## config.mk

```make
export PLATFORM = sky130hd
export DESIGN_NAME = lsu_region_decoder
export DESIGN_NICKNAME = d
export VERILOG_FILES = /design/src/rtl/lsu_region_decoder.sv
export SDC_FILE = /design/constraint.sdc
export NUM_CORES = 1
export LEC_CHECK = 0
export ABC_AREA = 1
export BUFFER_PORTS_ARGS = -buffer_cell sky130_fd_sc_hd__buf_2
export CELL_PAD_IN_SITES_DETAIL_PLACEMENT = 0
export CELL_PAD_IN_SITES_GLOBAL_PLACEMENT = 1
export CORE_ASPECT_RATIO = 0.9
export CORE_UTILIZATION = 27
export CTS_BUF_LIST = sky130_fd_sc_hd__clkbuf_8 sky130_fd_sc_hd__clkbuf_16
export CTS_CLUSTER_SIZE = 10
export DETAILED_ROUTE_END_ITERATION = 12
export PLACE_DENSITY = 0.86
export SYNTH_ARGS = -nofsm -noshare
export SYNTH_HDL_FRONTEND = slang
export SYNTH_SLANG_ARGS = --single-unit
export TNS_END_PERCENT = 50
```

## constraint.sdc

```tcl
create_clock -name i_clk -period 1.8 [get_ports i_clk]
set_input_delay 0 -clock i_clk [delete_from_list [all_inputs] [get_ports i_clk]]
set_output_delay 0 -clock i_clk [all_outputs]
set_load 0.02 [all_outputs]
```

## src/rtl/lsu_region_decoder.sv

```systemverilog
// LSU address decoder: base/mask region select with per-region strobes, load data
// steering through a read-latency pipeline, and sticky fault capture.
module lsu_region_decoder #(
  parameter int                        NUM_REGIONS = 3,
  parameter logic [NUM_REGIONS*32-1:0] REGION_BASE = {32'h1001_0000, 32'h1000_0000, 32'h0000_0000},
  parameter logic [NUM_REGIONS*32-1:0] REGION_MASK = {3{32'hFFFF_0000}},
  parameter int                        RD_LATENCY  = 1,
  parameter int                        DATA_W      = 32
) (
  input  logic                          i_clk,
  input  logic                          i_reset,
  input  logic [31:0]                   i_lsu_addr,
  input  logic                          i_lsu_wren,
  input  logic                          i_lsu_rden,
  input  logic [1:0]                    i_lsu_size,
  output logic [NUM_REGIONS-1:0]        o_region_valid,
  output logic [NUM_REGIONS-1:0]        o_region_wren,
  input  logic [NUM_REGIONS*DATA_W-1:0] i_region_rdata,
  output logic [DATA_W-1:0]             o_lsu_rdata,
  output logic                          o_lsu_rvalid,
  input  logic                          i_fault_clr,
  output logic                          o_fault,
  output logic [31:0]                   o_fault_addr,
  output logic [15:0]                   o_fault_cnt
);

  localparam int IDX_W = (NUM_REGIONS > 1) ? $clog2(NUM_REGIONS) : 1;

  function automatic logic [15:0] sat_inc(input logic [15:0] v);
    return (v == 16'hFFFF) ? v : v + 16'd1;
  endfunction

  function automatic logic is_misaligned(input logic [1:0] size, input logic [1:0] lsb);
    case (size)
      2'b00:   return 1'b0;
      2'b01:   return lsb[0];
      2'b10:   return |lsb;
      default: return 1'b1;
    endcase
  endfunction

  logic                   req;
  logic                   hit;
  logic                   misaligned;
  logic                   fault;
  logic [IDX_W-1:0]       win_idx;
  logic [NUM_REGIONS-1:0] win;

  // Scan from the top so the lowest matching index is the one left standing.
  always_comb begin
    hit     = 1'b0;
    win_idx = '0;
    for (int k = NUM_REGIONS - 1; k >= 0; k--) begin
      if ((i_lsu_addr & REGION_MASK[k*32 +: 32]) ==
          (REGION_BASE[k*32 +: 32] & REGION_MASK[k*32 +: 32])) begin
        hit     = 1'b1;
        win_idx = IDX_W'(k);
      end
    end
  end

  always_comb begin
    req        = i_lsu_wren | i_lsu_rden;
    misaligned = is_misaligned(i_lsu_size, i_lsu_addr[1:0]);
    fault      = req & (~hit | misaligned);
    for (int k = 0; k < NUM_REGIONS; k++) begin
      win[k]            = hit && (win_idx == IDX_W'(k));
      o_region_valid[k] = req & win[k] & ~misaligned;
      o_region_wren[k]  = req & win[k] & ~misaligned & i_lsu_wren;
    end
  end

  logic [RD_LATENCY-1:0]            vld_d, vld_q;
  logic [RD_LATENCY-1:0]            zero_d, zero_q;
  logic [RD_LATENCY-1:0][IDX_W-1:0] idx_d, idx_q;

  always_comb begin
    vld_d[0]  = i_lsu_rden & ~i_lsu_wren;
    zero_d[0] = fault;
    idx_d[0]  = win_idx;
    for (int s = 1; s < RD_LATENCY; s++) begin
      vld_d[s]  = vld_q[s-1];
      zero_d[s] = zero_q[s-1];
      idx_d[s]  = idx_q[s-1];
    end
  end

  // Load tracking pipeline: only valid bits are reset, so in-flight loads vanish.
  always_ff @(posedge i_clk) begin
    if (i_reset) begin
      vld_q <= '0;
    end else begin
      vld_q <= vld_d;
    end
    zero_q <= zero_d;
    idx_q  <= idx_d;
  end

  always_comb begin
    o_lsu_rvalid = vld_q[RD_LATENCY-1];
    o_lsu_rdata  = '0;
    if (vld_q[RD_LATENCY-1] && !zero_q[RD_LATENCY-1]) begin
      for (int k = 0; k < NUM_REGIONS; k++) begin
        if (idx_q[RD_LATENCY-1] == IDX_W'(k)) begin
          o_lsu_rdata = i_region_rdata[k*DATA_W +: DATA_W];
        end
      end
    end
  end

  logic        fault_d, fault_q;
  logic [31:0] fault_addr_d, fault_addr_q;
  logic [15:0] fault_cnt_d, fault_cnt_q;

  // A fault arriving with a clear restarts the record from that fault.
  always_comb begin
    fault_d      = fault_q;
    fault_addr_d = fault_addr_q;
    fault_cnt_d  = fault_cnt_q;
    if (fault) begin
      if (!fault_q || i_fault_clr) begin
        fault_d      = 1'b1;
        fault_addr_d = i_lsu_addr;
      end
      fault_cnt_d = i_fault_clr ? 16'd1 : sat_inc(fault_cnt_q);
    end else if (i_fault_clr) begin
      fault_d      = 1'b0;
      fault_addr_d = '0;
      fault_cnt_d  = '0;
    end
  end

  always_ff @(posedge i_clk) begin
    if (i_reset) begin
      fault_q      <= 1'b0;
      fault_addr_q <= '0;
      fault_cnt_q  <= '0;
    end else begin
      fault_q      <= fault_d;
      fault_addr_q <= fault_addr_d;
      fault_cnt_q  <= fault_cnt_d;
    end
  end

  assign o_fault      = fault_q;
  assign o_fault_addr = fault_addr_q;
  assign o_fault_cnt  = fault_cnt_q;

endmodule

```

---- Word level (Yosys, flattened, before mapping) ----
Index checks and enable logic that the tools add are counted.
operators by class
  add/sub/neg operators ................... 1
  equal/unequal tests ..................... 11
  multiplexer cells ....................... 21
  bitwise gates (word level) .............. 16
  reductions and logical operators ........ 15
operators with widths
  cell                   count
  $mux 32                7
  $mux 16                4
  $eq 16x13->1 const B   2
  $logic_not 32->1       1
  $add 16x1->16 const B  1
  $eq 16x16->1 const B   1
  $and 1x1->1            11
  $eq 2x1->1 const B     3
  $eq 2x2->1 const B     3
  $logic_not 2->1        3
  $mux 1                 6
  $mux 2                 3
  $logic_and 1x1->1      4
  $reduce_and 2->1       2
  $not 1->1              3
  $pmux 1 s3             1
  $logic_not 1->1        2
  $ne 2x1->1 const B     1
  $ne 2x2->1 const B     1
  $or 1x1->1             2
  $reduce_bool 2->1      1
  $reduce_or 2->1        1
  $logic_or 1x1->1       1
storage, ports and cells
  flip-flop bits (word level) ............. 53

---- Logic depth before layout (Yosys ltp) ----
Gate-level depths: netlist of the first run.
  depth after elaboration ................. 9
  gate-level depth with buffers ........... 12
  depth with buffers taken out ............ 12

---- Least setup slack after synthesis of the first run ----
OpenSTA, ideal clock, no wires.
  kind .................................... flip-flop to flip-flop
  start ................................... register fault_cnt_q[0], in the netlist o_fault_cnt[0]
  end ..................................... register fault_cnt_q[13], in the netlist o_fault_cnt[13]
  arrival time ............................ 1,595 ps
  data required time ...................... 1,668 ps
  setup slack ............................. 72 ps
  cell stages (with the launch flop) ...... 11
  buffers on the path ..................... 0
  cell sequence ........................... dfxtp_1 -> ha_1 -> nand2_1 -> inv_1 -> nand2_1 -> nor3_1 -> nand2_1 -> nor2_1 -> nand2_1 -> nand3_1 -> a21oi_1
between the ends
  cells in the longest elaborated chain, start to end .. 4
ends and longest elaborated chain
  what                      line  text
  start: declaration        113   logic [15:0] fault_cnt_d, fault_cnt_q;
  start signal: assignment  141   fault_cnt_q <= fault_cnt_d;
  $add 16x1->16             30    return (v == 16'hFFFF) ? v : v + 16'd1;
  $mux 16                   30
  $mux 16                   125   fault_cnt_d = i_fault_clr ? 16'd1 : sat_inc(fault_cnt_q);
  $mux 16                   120   if (fault) begin
Several ways; a longest one is shown, not always the timed one. The select of a mux whose other input is x is not followed.
A chain may end at the register's enable or synchronous reset.

---- Worst setup path after layout of the first run ----
  start ................................... input port i_lsu_addr[0]
  end ..................................... output port o_region_wren[1]
between the ends
  cells in the longest elaborated chain, start to end .. 5
ends and longest elaborated chain
  what                           line  text
  start: declaration             12    input logic [31:0] i_lsu_addr,
  $reduce_or 2->1                37    2'b10: return |lsb;
  $pmux 1 s3 (*)                 34    case (size)
  $not 1->1 (*)                  69    o_region_wren[k] = req & win[k] & ~misaligned & i_lsu_wren;
  $and 1x1->1 (*) (2 in series)  69
  end: declaration               17    output logic [NUM_REGIONS-1:0] o_region_wren,
Mark *: on every way between the ends. The rest lies on a longest branch, timed or not.

==> summary.md, run 1 <==
| Metric | Value |
|---|---|
| Die height | 110 um |
| Row cnt | 39 |
| Final ANT Viol Nets | 0 |
| Final setup fails | 0 |
| Overflow after GRT | 0 |
| Hold depth | 2 |
| Hpwl dp | 9130 um |
| Die width | 122 um |
| First-pass detailed-route iteration total | 4 |
| Synth Warn # | 0 |
| P&R area growth vs syn | 55.4% |
| H-tree level count | 2 |
| WL per Instance | 13.0 um |
| RR Endpoint | o_fault_cnt[0] |
| Most frequent cells in the layout | buf_2 (222), nand2_1 (137), inv_1 (91) |
| Clock transition at the registers of the reported paths | 0.07 ns |
| WS Path Type | in2out |
| Worst Setup EP | o_region_wren[1] |
| Layout net count | 964 |
| CP Max Fanout | 6 |
| Static Leak | 3.06 nW |
| Core Area | 12600 um2 |
| R2R depth | 11 |
| Num CTS Buffers | 5 |
| Distinct cells, synth | 32 |
| I/O Buffers | 222 |
| Seq/Total Area, Yosys | 0.304 |
| Pwr dens | 584 nW/um2 |
| Worst Path Arrival | 1.77 ns |
| Post-Route WL | 13000 um |
| Root Buffer | clkbuf_16 |
| First-pass GRT wire length | 19100 um |
| GRT Total Usage | 0.180 |
| Final instance area | 5430 um2 |
| Via count | 4566 |
| Skew final | 0.00527 ns |
| Initial antenna violation count | 1 |
| Finished Layout Cells | 994 |
| Mapped Area | 3490 um2 |
| Dpl ws | 0.00995 ns |
| Flop-to-flop setup slack | 0.13 ns |
| Fill cell count | 1371 |
| Post-synthesis average cell area | 6.06 um2 |
| Mapped Cells | 577 |
| Dpl cells | 947 |
| RSZ-0062 raised after global routing | true |
| Commonest non-fill, non-tap cell in the layout | buf_2 |
| Minimum clock period | 1.77 ns |
| Number of max-cap violations | 0 |
| Maximum vdd ir drop | 0.761 mV |
| Tightest Pin Transition | 0.400 ns |
| 1st-iter DRT viols | 174 |
| Register Area | 1060 um2 |
| Layout cell share with drive strength beyond 1 | 0.331 |
| Max Fclk | 566 MHz |
| Vias in the first global route | 3908 |
| I/O Pins | 223 |
| Hold Fails Final Rpt | 0 |
| Routed vias/inst | 4.59 |
| Post-route clock period utilization | 0.981 |
| CP Launch Point | i_lsu_addr[0] |
| CP endpoint kind | output pin |
| Yosys reg bits | 53 |
| Status | complete, no violations |
| Post-Route Setup TNS | 0 ns |
| Relative slew slack | 0.734 |
| DR DRC count | 0 |
| Area of the multi-input gates | 1950 um2 |
| GPL Wtd Cong | 0.862 |
| DIE AREA | 13400 um2 |
| Post-route core utilization | 0.430 |
| Largest net degree at the start of global routing | 33 |
| Hold Crit Start | i_reset |
| Worst-case clock buffer depth | 2 |
| FF-to-FF Start | o_fault_cnt[0] |
| Final worst-path setup slack | 0.0346 ns |
| CTS Sinks | 53 |
| Worst Hold Class | in2reg |
| Placement Cell Area | 4790 um2 |
| Initial core utilization | 0.277 |
| CP Launch Type | input pin |
| Required @ worst endpoint | 1.80 ns |
| Worst-Skew Late Latency | 0.30 ns |
| Net Count, Synth | 713 |
| CTS tree | built |
| Max Slew Vio Count | 0 |
[where the power goes]
part	leakage (nW)	switching, W	internal [W]
clock	0.0944	0.000470	0.000803
sequential	0.436	0.0000285	0.00123
combinational	2.53	0.000345	0.000298
[critical path: stages]
cell           delay (ns)
dlygate4sd3_1        0.53
buf_2                0.14
nor3_1               0.16
or2_1                0.24
nand2_1              0.19
nor3_1               0.28
buf_2                0.23
[how the worst min path moves through the flow]
stage                                   to  slack [ns]
after floorplan               o_lsu_rvalid        0.08
after global placement        o_lsu_rvalid        0.21
after detailed placement      o_lsu_rvalid        0.22
after CTS                  o_fault_cnt[15]        0.10
after global routing               o_fault        0.12
final                     o_fault_addr[29]        0.11
[synth_stat cells]
cell	n	area [um2]
nand2_2	2	12.5
o211ai_1	27	203
clkbuf_1	22	82.6
nand3_4	1	17.5
buf_4	6	45.0
nand4_2	1	12.5
nand2_4	1	11.3
nand3b_1	1	7.51
xor2_1	5	43.8
o2111ai_1	2	17.5
a21oi_1	48	240
nor2_2	1	6.26
nand3_2	3	30.0
buf_8	1	15.0
ha_1	1	12.5
inv_1	92	345
or2_2	1	6.26
buf_1	1	3.75
nor2_4	1	11.3
inv_2	2	7.51
xnor2_1	2	17.5
nand2_1	139	522
and2_1	1	6.26
a21boi_0	1	7.51
or2_1	1	6.26
nand4_1	4	25.0
o21ai_0	13	65.1
nand3_1	79	395
nor3_1	8	40.0
buf_2	3	15.0
dfxtp_1	53	1060
nor2_1	54	203
[sequential cells by signal (all words and copies together), names as in the netlist]
signal and flops:
o_lsu_rvalid 1, o_fault 1, o_fault_addr 32, o_fault_cnt 16, idx_q 2, zero_q 1
[layout make-up]
cell class / count / area share
sequential: 53 / 0.196
clock buffer: 5 / 0.0230
inverter: 94 / 0.0654
clock inverter: 3 / 0.0127
antenna: 1 / 0.000461
timing repair buffer: 277 / 0.305
multi-input combinational: 397 / 0.360
tap: 164 / 0.0378
[per-stage QoR]
step / hold WS, ns / power [W]
final: 0.112 / 0.00317
after global routing: 0.116 / 0.00331
after CTS: 0.104 / 0.00318
after detailed placement: 0.218 / 0.00184
after global placement: 0.212 / 0.00184
after floorplan: 0.0775 / 0.00159
[what timing repair did]
action	4_1_cts	5_1_grt
gates resized for setup	4	17
endpoints found under the setup margin	34	49
pin swaps	1	2
hold buffers	34	0
buffers inserted	0	4
hold endpoints to repair	33	0
[layer usage]
| layer | vias to the layer above | part of all wire | global-route usage |
|---|---|---|---|
| li1 | 2350 | - | - |
| met1 | 2029 | 0.43 | 0.225 |
| met4 | 0 | 0.0063 | 0.0353 |
| met3 | 6 | 0.087 | 0.0425 |
| met2 | 181 | 0.47 | 0.314 |
| met5 | - | 0 | 0 |
[logic make-up (layout without fill, tap and decap cells)]
logic type,Yosys count,after routing,synth area share
simple gates,298,298,0.376
buf+inv,127,379,0.147
compound gates,91,91,0.153
flops,53,53,0.304
xor+xnor,7,7,0.0175
fa+ha+maj,1,1,0.00358
other cells,0,1,0
Note: power is estimated with default switching activity, not from simulation.
==> run 2, diff against run 1 <==
==> constraint.sdc (replaced) <==
create_clock -name i_clk -period 1.8 [get_ports i_clk]
set_input_delay 0.18 -clock i_clk [delete_from_list [all_inputs] [get_ports i_clk]]
set_output_delay 0.18 -clock i_clk [all_outputs]
set_load 0.02 [all_outputs]
==> summary.md, run 2 (synthesis results as in run 1) <==
| Metric | Value |
|---|---|
| Status | complete, no violations |
| Hold Fails Final Rpt | 0 |
| GPL Wtd Cong | 0.830 |
| Hold depth | 2 |
| Required @ worst endpoint | 1.62 ns |
| Max reg flops | 32 |
| Via count | 4480 |
| Post-Route Setup TNS | 0 ns |
| Pwr dens | 543 nW/um2 |
| GRT Total Usage | 0.177 |
| DIE AREA | 13400 um2 |
| Maximum vdd ir drop | 0.505 mV |
| Most frequent cells in the layout | buf_2 (191), nand2_1 (133), inv_1 (84) |
| FF-to-FF Start | o_fault_cnt[0] |
| Die height | 110 um |
| Vias in the first global route | 3770 |
| Row cnt | 39 |
| Worst-Skew Late Latency | 0.30 ns |
| Hpwl dp | 9460 um |
| Slowest cell on the critical path | dfxtp_2 |
| Post-Route WL | 13000 um |
| CP top delay family | buffers and inverters |
| Tightest Pin Transition | 0.553 ns |
| CP endpoint kind | output pin |
| CTS Sinks | 53 |
| Die width | 122 um |
| Worst Path Arrival | 1.59 ns |
| Relative slew slack | 0.631 |
| Final setup fails | 0 |
| Layout net count | 946 |
| Overflow after GRT | 0 |
| Skew final | 0.00865 ns |
| I/O Pins | 223 |
| Worst-path cell chain | buf_4 > nor2_4 > clkbuf_16 > nand2_1 > o211ai_1 > nand2_1 > inv_1 > buf_4 |
| First-pass detailed-route iteration total | 4 |
| Final worst-path setup slack | 0.0269 ns |
| DR DRC count | 0 |
| CP Max Fanout | 16 |
| Routed vias/inst | 4.59 |
| Hold EP | o_lsu_rvalid |
| Worst Path Buf+Inv | 4 |
| Commonest non-fill, non-tap cell in the layout | buf_2 |
| CP Launch Type | flop |
| P&R area growth vs syn | 56.0% |
| Final ANT Viol Nets | 0 |
| H-tree level count | 2 |
| Largest net degree at the start of global routing | 33 |
| CTS tree | built |
| Root Buffer | clkbuf_16 |
| Core Area | 12600 um2 |
| Static Leak | 3.01 nW |
| RR Endpoint | o_fault_cnt[5] |
| Layout cell share with drive strength beyond 1 | 0.370 |
| Dpl ws | 0.0854 ns |
| R2R depth | 10 |
| First-pass GRT wire length | 18900 um |
| Number of max-cap violations | 0 |
| Max Fclk | 564 MHz |
| Fill cell count | 1383 |
| 1st-iter DRT viols | 215 |
| Initial antenna violation count | 1 |
| Worst Hold Class | in2reg |
| WS Path Type | reg2out |
| Flop-to-flop setup slack | 0.15 ns |
| Initial core utilization | 0.277 |
| CP Launch Point | idx_q[1] |
| I/O Buffers | 222 |
| WL per Instance | 13.3 um |
| Minimum clock period | 1.77 ns |
| Max Slew Vio Count | 0 |
| Clock transition at the registers of the reported paths | 0.06 ns |
| Worst-case clock buffer depth | 2 |
| Hold Crit Start | i_lsu_wren |
| RSZ-0062 raised after global routing | true |
| Post-route clock period utilization | 0.985 |
| Slowest stage delay, CP | 0.32 ns |
| Num CTS Buffers | 5 |
[run 2: cell count changes in the layout (fill, tap and decap cells not counted), moves of 4 or more]
cell | previous run | this run
nand2_1 | 137 | 133
nand2_2 | 3 | 8
buf_6 | 1 | 24
dlygate4sd3_1 | 34 | 0
buf_2 | 222 | 191
inv_1 | 91 | 84
inv_2 | 2 | 11
buf_4 | 16 | 33
[run 2: what timing repair did]
action	CTS	global route
cloned	1	3
hold endpoints to repair	0	0
endpoints found under the setup margin	32	36
resized for setup	29	57
hold buffers	0	0
setup buffers	1	2
pin swaps	3	13
[run 2: cell type report]
class | instances | area [um2] | share of cell area
multi-input combinational | 398 | 1970 | 0.362
timing repair buffer | 258 | 1690 | 0.309
sequential | 53 | 1060 | 0.195
inverter | 94 | 353 | 0.0647
tap | 164 | 205 | 0.0376
clock buffer | 5 | 125 | 0.0230
clock inverter | 3 | 42.5 | 0.00780
antenna | 1 | 2.50 | 0.000459
[run 2: worst max path at each step]
stage	endpoint	slack (ns)	cells past startpoint
3_3_place_gp	o_fault_addr[23]	0.08	11
5_1_grt	o_lsu_rdata[31]	-0.06	8
3_5_place_dp	o_fault_addr[26]	0.09	11
2_1_floorplan	o_fault_cnt[13]	0.07	10
6_report	o_lsu_rdata[31]	0.03	8
4_1_cts	o_lsu_rdata[23]	-0.001	7
[run 2: stage by stage]
stage	hold slack (ns)	total power, W	cell area (um2)	utilization	cells
final	0.0903	0.00296	5450	0.431	976
after CTS	0.0863	0.00298	5220	0.413	970
after detailed placement	0.399	0.00187	4940	0.391	960
after global routing	0.0817	0.00310	5450	0.431	975
after global placement	0.395	0.00187	4940	0.391	960
after floorplan	0.258	0.00159	3490	-	577
[run 2: routing by layer]
metal	wire, um	GRT usage
met3	1240	0.0498
met4	97	0.0397
met2	6170	0.308
met5	0	0
met1	5490	0.216
[run 2: power breakdown]
group	leakage, nW	switching (W)	internal, W
sequential	0.436	0.0000282	0.00123
combinational	2.49	0.000340	0.000266
clock	0.0852	0.000443	0.000654
total	3.01	0.000811	0.00215
==> run 3, diff against run 2 <==
==> constraint.sdc (replaced) <==
create_clock -name i_clk -period 2 [get_ports i_clk]
set_input_delay 0.2 -clock i_clk [delete_from_list [all_inputs] [get_ports i_clk]]
set_output_delay 0.2 -clock i_clk [all_outputs]
set_load 0.02 [all_outputs]
==> summary.md, run 3 (synthesis results as in run 1) <==
| Metric | Value |
|---|---|
| Hold EP | o_lsu_rvalid |
| Hold Crit Start | i_lsu_wren |
| Post-Route WL | 12500 um |
| Flop-to-flop setup slack | 0.23 ns |
| WL per Instance | 13.1 um |
| Largest net degree at the start of global routing | 33 |
| R2R depth | 10 |
| Tightest Pin Transition | 0.529 ns |
| Hold Fails Final Rpt | 0 |
| First-pass GRT wire length | 18300 um |
| Pwr dens | 523 nW/um2 |
| Worst Hold Class | in2reg |
| RSZ-0062 raised after global routing | true |
| Switching portion of total power | 0.274 |
| Commonest non-fill, non-tap cell in the layout | buf_2 |
| CTS Sinks | 53 |
| Max Fclk | 523 MHz |
| Final ANT Viol Nets | 0 |
| CTS tree | built |
| GRT Total Usage | 0.170 |
| GPL Wtd Cong | 0.905 |
| Initial core utilization | 0.277 |
| Post-route clock period utilization | 0.955 |
| 1st-iter DRT viols | 181 |
| Pint | 0.00192 W |
| Most frequent cells in the layout | buf_2 (222), nand2_1 (138), inv_1 (93) |
| I/O Pins | 223 |
| Initial antenna violation count | 1 |
| Routed vias/inst | 4.62 |
| Core Area | 12600 um2 |
| Fin Hold WS | 0.103 ns |
| Max Slew Vio Count | 0 |
| Relative slew slack | 0.647 |
| Dpl cells | 943 |
| CP endpoint kind | output pin |
| Status | complete, no violations |
| Row cnt | 39 |
| Minimum clock period | 1.91 ns |
| Static Leak | 2.88 nW |
| Hold_buf cts | 0 |
| Sw power | 0.000723 W |
| Sequential cell fraction of total power | 0.428 |
| CP Launch Type | flop |
| Final setup fails | 0 |
| Layout cell share with drive strength beyond 1 | 0.333 |
| Via count | 4425 |
| Die width | 122 um |
| Num CTS Buffers | 5 |
| DR DRC count | 0 |
| Clock share of power | 0.374 |
| Finished Layout Cells | 957 |
| Clock transition at the registers of the reported paths | 0.07 ns |
| Worst-Skew Late Latency | 0.30 ns |
| Hold depth | 2 |
| Max reg flops | 32 |
| Worst-case clock buffer depth | 2 |
| I/O Buffers | 222 |
| Layout net count | 927 |
| Post-route core utilization | 0.399 |
| DIE AREA | 13400 um2 |
| Required @ worst endpoint | 1.80 ns |
| First-pass detailed-route iteration total | 4 |
| Combinational share of power | 0.198 |
| CP Max Fanout | 32 |
| Number of max-cap violations | 0 |
| Overflow after GRT | 0 |
| Root Buffer | clkbuf_16 |
| Die height | 110 um |
| Hpwl dp | 9090 um |
| WS Path Type | reg2out |
| Vias in the first global route | 3728 |
| FF-to-FF Start | o_fault_cnt[1] |
| P&R area growth vs syn | 44.5% |
| RR Endpoint | o_fault_cnt[3] |
| Skew final | 0.00349 ns |
| Worst Path Arrival | 1.71 ns |
| Maximum vdd ir drop | 0.539 mV |
| H-tree level count | 2 |
run 3: cell count changes in the layout (fill, tap and decap cells not counted), moves of 9 or more:
cell,previous run,this run
buf_2,191,222
buf_6,24,0
buf_4,33,12
inv_1,84,93
inv_2,11,2
run 3: per-layer routing:
layer,global-route usage,wire (um)
met4,0.0450,140
met1,0.205,5350
met3,0.0462,1190
met2,0.297,5810
met5,0,0
run 3: worst max-delay path: stages, from the launching register on:
cell,delay (ns)
dfxtp_1,0.37
inv_1,0.09
or2_4,0.37
o211ai_1,0.26
nand2_1,0.10
inv_1,0.06
buf_2,0.15
run 3: per-stage QoR:
step | total power (W) | instance area [um2] | setup slack [ns] | TNS [ns]
finish | 0.00264 | 5050 | 0.0891 | 0
global route | 0.00276 | 5050 | -0.0186 | -0.0544
CTS | 0.00266 | 4950 | 0.0403 | 0
detailed placement | 0.00167 | 4780 | 0.168 | 0
global placement | 0.00167 | 4780 | 0.164 | 0
floorplan | 0.00143 | 3490 | 0.272 | 0
run 3: cell type report:
| type | instances | area, um2 |
|---|---|---|
| Inverter | 94 | 353 |
| Multi-Input combinational cell | 397 | 1940 |
| Tap cell | 164 | 205 |
| Antenna cell | 1 | 2.50 |
| Clock inverter | 3 | 42.5 |
| Fill cell | 1397 | 7590 |
| Clock buffer | 5 | 125 |
| Sequential cell | 53 | 1060 |
| Timing Repair Buffer | 240 | 1320 |
run 3: how the worst max path moves through the flow:
stage | from | end | slack (ns) | cells past startpoint
after global placement | o_fault_cnt[1] | o_fault_cnt[1] | 0.16 | 10
after global routing | idx_q[1] | o_lsu_rdata[23] | -0.02 | 6
after CTS | idx_q[1] | o_lsu_rdata[10] | 0.04 | 7
after detailed placement | o_fault_cnt[1] | o_fault_cnt[1] | 0.17 | 10
final | idx_q[1] | o_lsu_rdata[31] | 0.09 | 6
after floorplan | o_fault_cnt[0] | o_fault_cnt[13] | 0.27 | 10
run 3: power groups by stage:
stage	combinational, W	sequential, W	clock (W)
after CTS	0.000516	0.00113	0.00101
after global placement	0.000512	0.00115	0
after floorplan	0.000216	0.00121	0
final	0.000522	0.00113	0.000987
after global routing	0.000580	0.00114	0.00105
after detailed placement	0.000514	0.00115	0
run 3: what timing repair did:
item,CTS,global route
gates resized for setup,3,7
pin swaps,0,1
buffers inserted,0,4
cloned,0,1
setup endpoints to repair,29,4
